### config.mk
export PLATFORM = sky130hd
export DESIGN_NAME = countdown_controller_flat
export DESIGN_NICKNAME = d
export VERILOG_FILES = /design/src/rtl/countdown_pkg.sv /design/src/rtl/countdown_controller_if.sv /design/src/rtl/tick_prescaler.sv /design/src/rtl/countdown_controller.sv /design/src/flat_wrapper.sv
export SDC_FILE = /design/constraint.sdc
export NUM_CORES = 1
export LEC_CHECK = 0
export ABC_CLOCK_PERIOD_IN_PS = 4400
export BUFFER_PORTS_ARGS = -buffer_cell sky130_fd_sc_hd__buf_2
export CAP_MARGIN = 20
export CORE_MARGIN = 5
export CORE_UTILIZATION = 35
export CTS_BUF_LIST = sky130_fd_sc_hd__clkbuf_4 sky130_fd_sc_hd__clkbuf_8
export DETAILED_ROUTE_END_ITERATION = 7
export GPL_ROUTABILITY_DRIVEN = 0
export MAX_ROUTING_LAYER = met4
export PLACE_DENSITY = 0.58
export SYNTH_ARGS = -nofsm -noshare
export SYNTH_HDL_FRONTEND = slang
export SYNTH_SLANG_ARGS = --single-unit
export TNS_END_PERCENT = 100
### constraint.sdc
create_clock -name clk -period 4.4 [get_ports clk]
set_input_delay 0.88 -clock clk [delete_from_list [all_inputs] [get_ports clk]]
set_output_delay 0.88 -clock clk [all_outputs]
set_load 0.02 [all_outputs]
### src/rtl/countdown_pkg.sv
// Shared types and default constants for the countdown timer block.
package countdown_pkg;

    typedef enum logic [1:0] {
        IDLE  = 2'd0,
        RUN   = 2'd1,
        PAUSE = 2'd2,
        DONE  = 2'd3
    } cd_state_t;

    // 50000 clk cycles per tick gives 1 ms at 50 MHz
    localparam int SCALE_FACTOR_DEFAULT = 50000;
    localparam int COUNT_W_DEFAULT      = 11;

endpackage

### src/rtl/countdown_controller_if.sv
// Button/switch inputs and display-facing outputs of the countdown controller.
// Handshake: there is no valid/ready pair here; btn_start, btn_clear and
// load_value are level inputs sampled on every rising clk edge, and every
// output is registered and valid for the whole cycle after the edge.
interface countdown_controller_if
    import countdown_pkg::*;
#(
    parameter int COUNT_W = COUNT_W_DEFAULT
) ();

    logic               btn_start;
    logic               btn_clear;
    logic [COUNT_W-1:0] load_value;
    logic [COUNT_W-1:0] count;
    logic               running;
    logic               paused;
    logic               expired;
    logic               done_pulse;
    cd_state_t          state_dbg;

    // Drives the buttons and switches (top_level or a bench)
    modport master (
        output btn_start, btn_clear, load_value,
        input  count, running, paused, expired, done_pulse, state_dbg
    );

    // The controller itself
    modport slave (
        input  btn_start, btn_clear, load_value,
        output count, running, paused, expired, done_pulse, state_dbg
    );

endinterface

### src/rtl/tick_prescaler.sv
// Divides clk by SCALE_FACTOR while enabled; tick marks the wrap cycle.
module tick_prescaler #(
    parameter int SCALE_FACTOR = 4
) (
    input  logic clk,
    input  logic reset_n,
    input  logic clear,
    input  logic enable,
    output logic tick
);

    localparam int PW = (SCALE_FACTOR > 1) ? $clog2(SCALE_FACTOR) : 1;
    localparam logic [PW-1:0] LAST = PW'(SCALE_FACTOR - 1);

    logic [PW-1:0] cnt_q;
    logic [PW-1:0] cnt_d;

    // Next count: clear wins, otherwise advance and wrap only while enabled
    always_comb begin
        cnt_d = cnt_q;
        tick  = 1'b0;
        if (clear) begin
            cnt_d = '0;
        end else if (enable) begin
            if (cnt_q == LAST) begin
                cnt_d = '0;
                tick  = 1'b1;
            end else begin
                cnt_d = cnt_q + 1'b1;
            end
        end
    end

    // Count register with synchronous active-low reset
    always_ff @(posedge clk) begin
        if (!reset_n) cnt_q <= '0;
        else          cnt_q <= cnt_d;
    end

endmodule

### src/rtl/countdown_controller.sv
// Countdown sequencing FSM: load, prescaled decrement, pause/resume, clear.
module countdown_controller
    import countdown_pkg::*;
#(
    parameter int SCALE_FACTOR = SCALE_FACTOR_DEFAULT,
    parameter int COUNT_W      = COUNT_W_DEFAULT
) (
    input  logic                   clk,
    input  logic                   reset_n,
    countdown_controller_if.slave  cd
);

    cd_state_t          state_q, state_d;
    logic [COUNT_W-1:0] count_q, count_d;
    logic               done_pulse_q, done_pulse_d;
    logic               start_prev_q;
    logic               start_evt;
    logic               presc_clear;
    logic               presc_en;
    logic               tick;

    assign start_evt = cd.btn_start & ~start_prev_q;

    tick_prescaler #(
        .SCALE_FACTOR(SCALE_FACTOR)
    ) u_prescaler (
        .clk     (clk),
        .reset_n (reset_n),
        .clear   (presc_clear),
        .enable  (presc_en),
        .tick    (tick)
    );

    // Next state, count and pulse; priority is clear > start edge > tick
    always_comb begin
        state_d      = state_q;
        count_d      = count_q;
        done_pulse_d = 1'b0;
        presc_clear  = 1'b0;
        presc_en     = 1'b0;
        if (cd.btn_clear) begin
            state_d     = IDLE;
            count_d     = cd.load_value;
            presc_clear = 1'b1;
        end else begin
            case (state_q)
                IDLE, DONE: begin
                    // IDLE previews the switches; DONE pins the count at 0
                    count_d = (state_q == IDLE) ? cd.load_value : '0;
                    if (start_evt) begin
                        presc_clear = 1'b1;
                        if (cd.load_value == '0) begin
                            state_d      = DONE;
                            count_d      = '0;
                            done_pulse_d = 1'b1;
                        end else begin
                            state_d = RUN;
                            count_d = cd.load_value;
                        end
                    end
                end
                RUN: begin
                    if (start_evt) begin
                        // Prescaler is not enabled here, so a tick due now is dropped
                        state_d = PAUSE;
                    end else begin
                        presc_en = 1'b1;
                        if (tick && count_q != '0) begin
                            count_d = count_q - 1'b1;
                            if (count_q == COUNT_W'(1)) begin
                                state_d      = DONE;
                                done_pulse_d = 1'b1;
                            end
                        end
                    end
                end
                PAUSE: begin
                    if (start_evt) state_d = RUN;
                end
                default: state_d = IDLE;
            endcase
        end
    end

    // State registers; start_prev resets high so a held button cannot start
    always_ff @(posedge clk) begin
        if (!reset_n) begin
            state_q      <= IDLE;
            count_q      <= '0;
            done_pulse_q <= 1'b0;
            start_prev_q <= 1'b1;
        end else begin
            state_q      <= state_d;
            count_q      <= count_d;
            done_pulse_q <= done_pulse_d;
            start_prev_q <= cd.btn_start;
        end
    end

    assign cd.count      = count_q;
    assign cd.running    = (state_q == RUN);
    assign cd.paused     = (state_q == PAUSE);
    assign cd.expired    = (state_q == DONE);
    assign cd.done_pulse = done_pulse_q;
    assign cd.state_dbg  = state_q;

endmodule

### src/flat_wrapper.sv
// flat-port wrapper written by rule: the top's interface ports become plain ports
module countdown_controller_flat import countdown_pkg::*;
#(
    parameter int SCALE_FACTOR = SCALE_FACTOR_DEFAULT,
    parameter int COUNT_W      = COUNT_W_DEFAULT
)
  (clk, reset_n, cd_btn_start, cd_btn_clear, cd_load_value, cd_count, cd_running, cd_paused, cd_expired, cd_done_pulse, cd_state_dbg);
  countdown_controller_if #(.COUNT_W(COUNT_W)) cd_i ();
  input  logic clk;
  input  logic reset_n;
  input wire logic [$bits(cd_i.btn_start)-1:0] cd_btn_start;
  input wire logic [$bits(cd_i.btn_clear)-1:0] cd_btn_clear;
  input wire logic [$bits(cd_i.load_value)-1:0] cd_load_value;
  output wire logic [$bits(cd_i.count)-1:0] cd_count;
  output wire logic [$bits(cd_i.running)-1:0] cd_running;
  output wire logic [$bits(cd_i.paused)-1:0] cd_paused;
  output wire logic [$bits(cd_i.expired)-1:0] cd_expired;
  output wire logic [$bits(cd_i.done_pulse)-1:0] cd_done_pulse;
  output wire logic [$bits(cd_i.state_dbg)-1:0] cd_state_dbg;
  assign cd_i.btn_start = cd_btn_start;
  assign cd_i.btn_clear = cd_btn_clear;
  assign cd_i.load_value = cd_load_value;
  assign cd_count = cd_i.count;
  assign cd_running = cd_i.running;
  assign cd_paused = cd_i.paused;
  assign cd_expired = cd_i.expired;
  assign cd_done_pulse = cd_i.done_pulse;
  assign cd_state_dbg = cd_i.state_dbg;
  countdown_controller #(.SCALE_FACTOR(SCALE_FACTOR), .COUNT_W(COUNT_W)) u_core (.clk(clk), .reset_n(reset_n), .cd(cd_i));
endmodule
==> results of run 1 <==
## layout by cell type (no fill, tap or decap), drive strengths merged
cell type / synthesis / routed
nand2: 9 / 9
or4: 2 / 2
o31ai: 1 / 1
xnor2: 18 / 18
xor2: 6 / 6
a221oi: 1 / 1
a31oi: 1 / 1
nor2b: 6 / 6
and4b: 1 / 1
nand4: 2 / 2
and4: 2 / 2
o41ai: 1 / 1
buf: 1 / 32
nand2b: 5 / 5
or3: 2 / 2
a21oi: 14 / 14
nand3b: 1 / 1
clkbuf: 6 / 8
nor2: 26 / 26
nand4b: 2 / 2
and2: 1 / 1
nand3: 7 / 7
nor3: 8 / 8
a211oi: 1 / 1
or4b: 2 / 2
inv: 7 / 7
nor3b: 3 / 3
and3: 2 / 2
o31a: 1 / 1
nor4: 5 / 5
dfxtp: 31 / 31
ha: 7 / 7
o21ai: 13 / 13
a22oi: 10 / 10
## where the power goes
part           switching [mW]  internal, mW
combinational          0.0566        0.0398
clock                   0.103         0.149
sequential             0.0129         0.291
total                   0.172         0.479
## kinds of logic (layout without fill, tap and decap cells)
family                     Yosys count  after routing
AOI/OAI and AO/OA                   43             43
xor gates and xnor gates            24             24
adders and majority gates            7              7
buffers and inverters               14             47
DFF                                 31             31
and+or+nand+nor                     86             86
## per-stage QoR
| step | setup slack (ns) | instances | hold slack, ns | instance area (µm²) |
|---|---|---|---|---|
| floorplan | 2.24 | 205 | 0.466 | 1710 |
| global placement | 1.76 | 297 | 0.494 | 1930 |
| detailed placement | 1.74 | 297 | 0.499 | 1930 |
| CTS | 1.94 | 305 | 0.511 | 2030 |
| global route | 1.68 | 305 | 0.546 | 2030 |
| finish | 1.94 | 305 | 0.505 | 2030 |
## routing by layer
layer / global-route usage [%] / share of wire (%)
met3: 4.29 / 5.7
met5: - / 0
met1: 18.6 / 52
met4: 5.57 / 1.8
met2: 19.1 / 41
## final cells by class
type	instances	area share (%)
inverters	7	1.29
flip-flops and latches	31	30.5
repair buffers	32	8.00
clock buffers	8	5.11
multi-input cells	160	51.0
well taps	67	4.12
## flip-flops by register name (all words and copies together) (netlist names)
signal	flops
u_core.cd.count	11
u_core.cd.done_pulse	1
u_core.u_prescaler.cnt_q	16
u_core.start_prev_q	1
u_core.cd.state_dbg	2
## path summary, 6_finish.rpt
| check | from | end | slack, ns | cells past startpoint |
|---|---|---|---|---|
| max | u_core.cd.state_dbg[1] | u_core.u_prescaler.cnt_q[15] | 1.94 | 7 |
| min | u_core.u_prescaler.cnt_q[1] | u_core.u_prescaler.cnt_q[1] | 0.50 | 2 |
| max reg2reg | u_core.cd.state_dbg[1] | u_core.u_prescaler.cnt_q[15] | 1.94 | 7 |
| min reg2reg | u_core.u_prescaler.cnt_q[1] | u_core.u_prescaler.cnt_q[1] | 0.50 | 2 |
## critical path, stage by stage, from the launching register on
cell and delay (ns):
dfxtp_1 0.36, inv_1 0.09, ha_1 0.31, nor2b_1 0.67, nand3_1 0.38, nor4_1 0.31
xnor2_1 0.16, nor2_1 0.05
==> results.cfg, run 1 <==
[pwr]
peakVddDrop_mv = 0.112
leakage_nw = 0.756
power_density_nw_per_um2 = 320
total_power_mw = 0.651

[global_routing]
grt_max_degree = 23
grt_pass1_wl_um = 6760
antenna_found_initial = 0
overflow = 0
grt_pass1_vias = 1431
grt_usage_pct = 13.8

[die]
pin_count = 32
core_um2 = 4720
dieArea_um2 = 6390
start_util_pct = 36.2
die_w_um = 79.9
die_y_um = 79.9
fp-row-count = 25

[synthesis]
avgSynthCellArea_um2 = 8.35
ys_warn_count = 0
synth_top_family_by_area = simple AND/OR/NAND/NOR gates
yosysMostFrequentCell = dfxtp_1
yosysTopAreaCellShare_pct = 36.3
ys_types = 37
syn_inst = 205
yosys-top-cells-count = 31 x dfxtp_1, 26 x nor2_1, 18 x xnor2_1, 14 x a21oi_1, 13 x o21ai_0
synthXorXnorAreaFrac_pct = 12.3
ys_top_cells_by_area = dfxtp_1 36%, xnor2_1 9.2%, nor2_1 5.7%
netlist_area_um2 = 1710
ys.flop_type = dfxtp_1
yosysSeqAreaShare_pct = 36.3
synth_top_cell_by_area = dfxtp_1
ys_async_sr_fraction_pct = 0
synthMuxAreaShare_pct = 0
ys_ff_latch = 31
synth_fa_ha_area_share_pct = 5.12
synth_edf_count = 0
synth_compound_area_share_pct = 15.5
synth-simple-area-share_pct = 27.6
syn-num-nets = 227

[layout]
finalNetCount = 259
area_growth_pct = 18.8
drive_gt1_share_pct = 18.9
regArea_um2 = 621
antennaDiodeCount = 0
multi_input_area_um2 = 1040
finish.utilization_pct = 43.0
nFillCells = 491

[sta]
fin_crit_ns = 2.46
timing_hold_violations_final = 0
final-setup-viol-count = 0
slew_headroom_pct = 34.9
grt_setup_unrepaired = no
finalCritPeriodShare_pct = 55.9
tightest_slew_ns = 0.968
fin_tns_setup_ns = 0
timing.final.max_slew_violations = 0
max_freq_mhz = 406
fin_worst_skew_ns = 0.00364

[run_status]
status = complete, no violations

[clocking]
h-tree-depth = 2
clk_pin_slew_ns = 0.06
cts_sinks = 31
postCtsSetupRepairBufs = 0
clk_path_buf_depth = 2
cts_root_buf = clkbuf_8
hold_buffers = 0
cts_buffers = 5
post_cts_resized = 0
cts_tree = done
clk_latency_ns = 0.28

[route]
drt-initial-drc-count = 103
drt-total-wl_um = 3900
routed-via-count = 1516
postRouteAntennaNets = 0
drc_errors = 0
drtPass1Iterations = 4
vias_per_cell = 4.97
wl_per_cell_um = 12.8

[worst_setup_path]
crit_required_ns = 4.55
end_kind = flip-flop
cp-start-kind = flip-flop
worstPathMaxFanout = 11
crit_arrival_ns = 2.61
path_class = reg2reg

[place]
port_buffers = 31
dp_hpwl_um = 2880

[min_path]
worstHoldPathType = reg2reg

[flow_run]
maxCapViolations = 0
Power figures use the tool's default switching activity.
==> run 2, diff against run 1 <==
--- a/config.mk
+++ b/config.mk
@@ -5,7 +5,7 @@
 export SDC_FILE = /design/constraint.sdc
 export NUM_CORES = 1
 export LEC_CHECK = 0
-export ABC_CLOCK_PERIOD_IN_PS = 4400
+export ABC_CLOCK_PERIOD_IN_PS = 2100
 export BUFFER_PORTS_ARGS = -buffer_cell sky130_fd_sc_hd__buf_2
 export CAP_MARGIN = 20
 export CORE_MARGIN = 5
@@ -14,7 +14,7 @@
 export DETAILED_ROUTE_END_ITERATION = 7
 export GPL_ROUTABILITY_DRIVEN = 0
 export MAX_ROUTING_LAYER = met4
-export PLACE_DENSITY = 0.58
+export PLACE_DENSITY = 0.6
 export SYNTH_ARGS = -nofsm -noshare
 export SYNTH_HDL_FRONTEND = slang
 export SYNTH_SLANG_ARGS = --single-unit
==> constraint.sdc (replaced) <==
create_clock -name clk -period 2.1 [get_ports clk]
set_input_delay 0.42 -clock clk [delete_from_list [all_inputs] [get_ports clk]]
set_output_delay 0.42 -clock clk [all_outputs]
set_load 0.02 [all_outputs]
==> run 2 against run 1 <==
Against the previous run:
- first-iteration DRC count is 43% lower
- clock power increased by 80%
- global-route usage grew 0.97 points
- highest routed layer unchanged
- die area is the same
- the flow now finishes with violations (negative setup slack)
- cell area increased by 6.6%
- via count up 5.5%
- maximum frequency is 17% higher
- utilization rose by 2.9 points
- worst hold slack worse by 0.16 ns
- wire length grew 9.0%
- non-clock buffer count increased by 16
- clock skew rose by 0.0018 ns
==> results.cfg, run 2 (same netlist as run 1, synthesis figures left out) <==
[run_status]
violations = negative setup slack
status = finished with violations

[pwr]
leakage_nw = 0.841
power_density_nw_per_um2 = 608
peakVddDrop_mv = 0.237

[layout]
layout.cells.non_filler = 321
largest_register_ffs = 16
drive_gt1_share_pct = 26.4
finish.utilization_pct = 45.9
stdcell_area_um2 = 2170
antennaDiodeCount = 0
regMostFlops = u_core.u_prescaler.cnt_q
area_growth_pct = 26.7
final_cell_mix = 31 x buf_2, 30 x dfxtp_1, 26 x nor2_1
finalNetCount = 275
layout_commonest_cell = buf_2

[route]
wl_per_cell_um = 13.2
drt-initial-drc-count = 59
routed-via-count = 1599
postRouteAntennaNets = 0
drtPass1Iterations = 4
drc_errors = 0
vias_per_cell = 4.98
drt-total-wl_um = 4250

[global_routing]
grt_usage_pct = 14.8
grt_max_degree = 14
grt_pass1_wl_um = 7090
overflow = 0
grt_pass1_vias = 1456
antenna_found_initial = 0

[worst_setup_path]
cp-start-kind = flip-flop
reg2reg_from = u_core.u_prescaler.cnt_q[4]
crit_required_ns = 2.33
cpPeakStageDelay_ns = 0.51
critPathTopFamily = simple AND/OR/NAND/NOR gates
slowest_stage = or4b_4
worstPathMaxFanout = 3
crit_arrival_ns = 2.34
path_class = reg2reg
worst-path-buf-inv = 0
path_common_cell = or4_4
critPathLaunch = u_core.u_prescaler.cnt_q[4]
end_kind = flip-flop
crit_chain = or4b_4, or4_4, or4_4, nor3b_2, o31a_1

[clocking]
cts_root_buf = clkbuf_8
clk_path_buf_depth = 2
h-tree-depth = 2
cts_sinks = 31
hold_buffers = 0
cts_tree = done
postCtsSetupRepairBufs = 0
clk_pin_slew_ns = 0.07
clk_latency_ns = 0.28
cts_buffers = 5

[place]
port_buffers = 31
dpl_cell_area_um2 = 2030
dp_hpwl_um = 3060
dp_cells = 311

[sta]
fin_hold_ws_ns = 0.347
slew_headroom_pct = 71.0
grt_setup_unrepaired = yes
final-setup-viol-count = 1
tightest_slew_ns = 0.431
fin_tns_setup_ns = -0.00782
timing.final.max_slew_violations = 0
finalCritPeriodShare_pct = 100
max_freq_mhz = 474
fin_crit_ns = 2.11
timing_hold_violations_final = 0
fin_worst_skew_ns = 0.00544
worst_slack_ns = -0.00782

[die]
start_util_pct = 36.2
die_y_um = 79.9
dieArea_um2 = 6390
die_w_um = 79.9
pin_count = 32
fp-row-count = 25
core_um2 = 4720

[min_path]
worstHoldPathType = in2reg
min-delay-start = cd_btn_start

[flow_run]
maxCapViolations = 0
run 2: cell type report:
cell class,count,area (µm²)
Fill cell,465,2550
Multi-Input combinational cell,160,1070
Sequential cell,31,622
Timing Repair Buffer,48,283
Tap cell,67,83.8
Clock buffer,5,68.8
Inverter,7,26.3
Clock inverter,3,15.0
run 2: path summary, 6_finish.rpt:
| kind | endpoint | slack [ns] | cells after the start |
|---|---|---|---|
| setup / recovery | u_core.cd.state_dbg[0] | -0.008 | 5 |
| hold / removal | u_core.start_prev_q | 0.35 | 2 |
| setup reg to reg | u_core.cd.state_dbg[0] | -0.008 | 5 |
| hold reg to reg | u_core.u_prescaler.cnt_q[1] | 0.50 | 2 |
run 2: timing repair:
item | 4_1_cts | 5_1_grt
pin swaps | 1 | 2
gates cloned | 2 | 0
gates resized for setup | 6 | 9
endpoints found under the setup margin | 14 | 14
run 2: through the flow:
stage	worst slack [ns]	power [mW]
2_1_floorplan	0.00132	0.788
3_3_place_gp	0.00361	0.868
3_5_place_dp	-0.0678	0.869
4_1_cts	-0.0153	1.33
5_1_grt	-0.0927	1.39
6_report	-0.00782	1.32
run 2: where the power goes:
part / internal, mW / total, mW / leakage, nW / switching, mW
Clock: 0.226 / 0.452 / 0.0477 / 0.225
Sequential: 0.609 / 0.632 / 0.254 / 0.0232
Combinational: 0.102 / 0.235 / 0.540 / 0.133
run 2: routing by layer:
layer  share of wire [%]  track usage, %  wire length, µm
met3                 5.0            3.84              211
met2                  43            20.0             1830
met1                  51            20.9             2150
met5                   0               -                0
met4                 1.2            5.57               51
==> run 3, diff against run 2 <==
--- a/config.mk
+++ b/config.mk
@@ -9,12 +9,13 @@
 export BUFFER_PORTS_ARGS = -buffer_cell sky130_fd_sc_hd__buf_2
 export CAP_MARGIN = 20
 export CORE_MARGIN = 5
-export CORE_UTILIZATION = 35
+export CORE_UTILIZATION = 46
 export CTS_BUF_LIST = sky130_fd_sc_hd__clkbuf_4 sky130_fd_sc_hd__clkbuf_8
 export DETAILED_ROUTE_END_ITERATION = 7
 export GPL_ROUTABILITY_DRIVEN = 0
 export MAX_ROUTING_LAYER = met4
-export PLACE_DENSITY = 0.6
+export PLACE_DENSITY = 0.74
+export SKIP_LAST_GASP = 1
 export SYNTH_ARGS = -nofsm -noshare
 export SYNTH_HDL_FRONTEND = slang
 export SYNTH_SLANG_ARGS = --single-unit
==> run 3 against run 2 <==
Against the previous run:
- the flow still finishes with violations (negative setup slack)
- first-iteration DRC count rose to 3.2 times the previous value
- global-route usage up 3.5 points
- worst hold slack better by 0.0016 ns
- maximum frequency up 0.16%
- power up 6.0%
- combinational power about the same
- setup slack better by 0.0033 ns
- utilization up 13 points
- sequential power about the same
- largest cell class unchanged
- largest power group unchanged
==> results.cfg, run 3 (same netlist as run 1, synthesis figures left out) <==
[worst_setup_path]
worstPathMaxFanout = 3
path_class = reg2reg
worst-path-buf-inv = 0
regToRegSetupSlack_ns = -0.005
cpPeakStageDelay_ns = 0.50
critPathLaunch = u_core.u_prescaler.cnt_q[4]
reg2reg_from = u_core.u_prescaler.cnt_q[4]
crit_arrival_ns = 2.34
slowest_stage = or4b_1
crit_required_ns = 2.34
end_kind = flip-flop
path_common_cell = or4_4
cp-start-kind = flip-flop
crit_chain = or4b_1, or4_4, or4_4, nor3b_2, o31a_1
critPathTopFamily = simple AND/OR/NAND/NOR gates

[clocking]
clk_latency_ns = 0.29
cts_tree = done
cts_sinks = 31
hold_buffers = 0
clk_pin_slew_ns = 0.07
clk_path_buf_depth = 2
cts_buffers = 5
h-tree-depth = 2
cts_root_buf = clkbuf_8

[global_routing]
antenna_found_initial = 0
overflow = 0
grt_max_degree = 13
grt_pass1_wl_um = 7240
use_met2_pct = 25.8
grtUsageMet1_pct = 24.8
grt_usage_pct = 18.3
use_met3_pct = 5.40
grt_pass1_vias = 1573
grt_busiest_layer = met2

[run_status]
status = finished with violations
violations = negative setup slack

[sta]
slew_headroom_pct = 61.7
max_freq_mhz = 475
tightest_slew_ns = 0.569
fin_crit_ns = 2.10
grt_setup_unrepaired = yes
finalCritPeriodShare_pct = 100
final-setup-viol-count = 1
timing.final.max_slew_violations = 0
timing_hold_violations_final = 0
worst_slack_ns = -0.00452
fin_tns_setup_ns = -0.00452
fin_worst_skew_ns = 0.0106

[route]
postRouteAntennaNets = 0
drt-total-wl_um = 4320
vias_per_cell = 5.37
routed-via-count = 1622
drtPass1Iterations = 4
drc_errors = 0
wl_per_cell_um = 14.3
drt-initial-drc-count = 188

[layout]
final_cell_mix = 31 x buf_2, 31 x dfxtp_1, 26 x nor2_1
largest_register_ffs = 16
antennaDiodeCount = 0
nFillCells = 363
area_growth_pct = 25.7
multi_input_area_um2 = 1050
finalNetCount = 275
regArea_um2 = 621
regMostFlops = u_core.u_prescaler.cnt_q
drive_gt1_share_pct = 24.4

[pwr]
total_power_mw = 1.40
leakage_nw = 0.844
peakVddDrop_mv = 0.532
power_density_nw_per_um2 = 650

[die]
fp-row-count = 22
pin_count = 32
core_um2 = 3630
dieArea_um2 = 5040
die_w_um = 71
start_util_pct = 47.1
die_y_um = 71

[place]
port_buffers = 31
dp_hpwl_um = 3080

[min_path]
worstHoldPathType = in2reg
min-delay-start = cd_btn_start

[flow_run]
maxCapViolations = 0
## run 3: cell types whose count changed in the layout (fill, tap and decap cells not counted), sizes merged
cell,previous run,this run
clkbuf,5,8
clkinv,3,0
## run 3: area by class of cell
cell class,instances,share of cell area [%]
Timing Repair Buffer,48,13.3
Tap cell,48,2.79
Inverter,7,1.22
Sequential cell,31,28.9
Clock buffer,8,4.83
Multi-Input combinational cell,160,49.0
## run 3: per-layer routing
metal,up-vias,routed length (µm)
li1,826,-
met1,743,2010
met2,47,1940
met3,6,302
met4,0,68
met5,-,0
## run 3: stage by stage
step           util [%]  std cells  cell area, µm²  hold slack [ns]  worst slack (ns)
3_3_place_gp       55.3        292            2010            0.487           0.00793
4_1_cts            58.7        301            2130            0.353           0.00278
5_1_grt            59.2        302            2150            0.359           -0.0610
3_5_place_dp       55.3        292            2010            0.492           -0.0406
6_report           59.2        302            2150            0.349          -0.00452
2_1_floorplan         -        205            1720            0.466           0.00132
## run 3: where the power goes
group	internal (mW)	leakage, nW	switching (mW)
registers	0.609	0.253	0.0243
logic	0.102	0.536	0.135
clock network	0.312	0.0549	0.216
total	1.02	0.844	0.375
## run 3: path summary, 6_finish.rpt
check,endpoint,cells after the start
setup / recovery,u_core.cd.state_dbg[0],5
setup reg to reg,u_core.cd.state_dbg[0],5
hold / removal,u_core.start_prev_q,2
hold reg to reg,u_core.u_prescaler.cnt_q[1],2
## run 3: worst reg2reg max path: cells and delay by family (launching register included)
kind	cells	cell delay, ns
flops	1	0.31
simple gates	4	1.62
compound gates	1	0.13
## run 3: repair_timing
action                     CTS  global route
resized for setup            4             5
pin swaps                    1             1
hold endpoints to repair     0             0
buffers inserted             0             0
setup endpoints to repair   14            12
gates cloned                 1             1
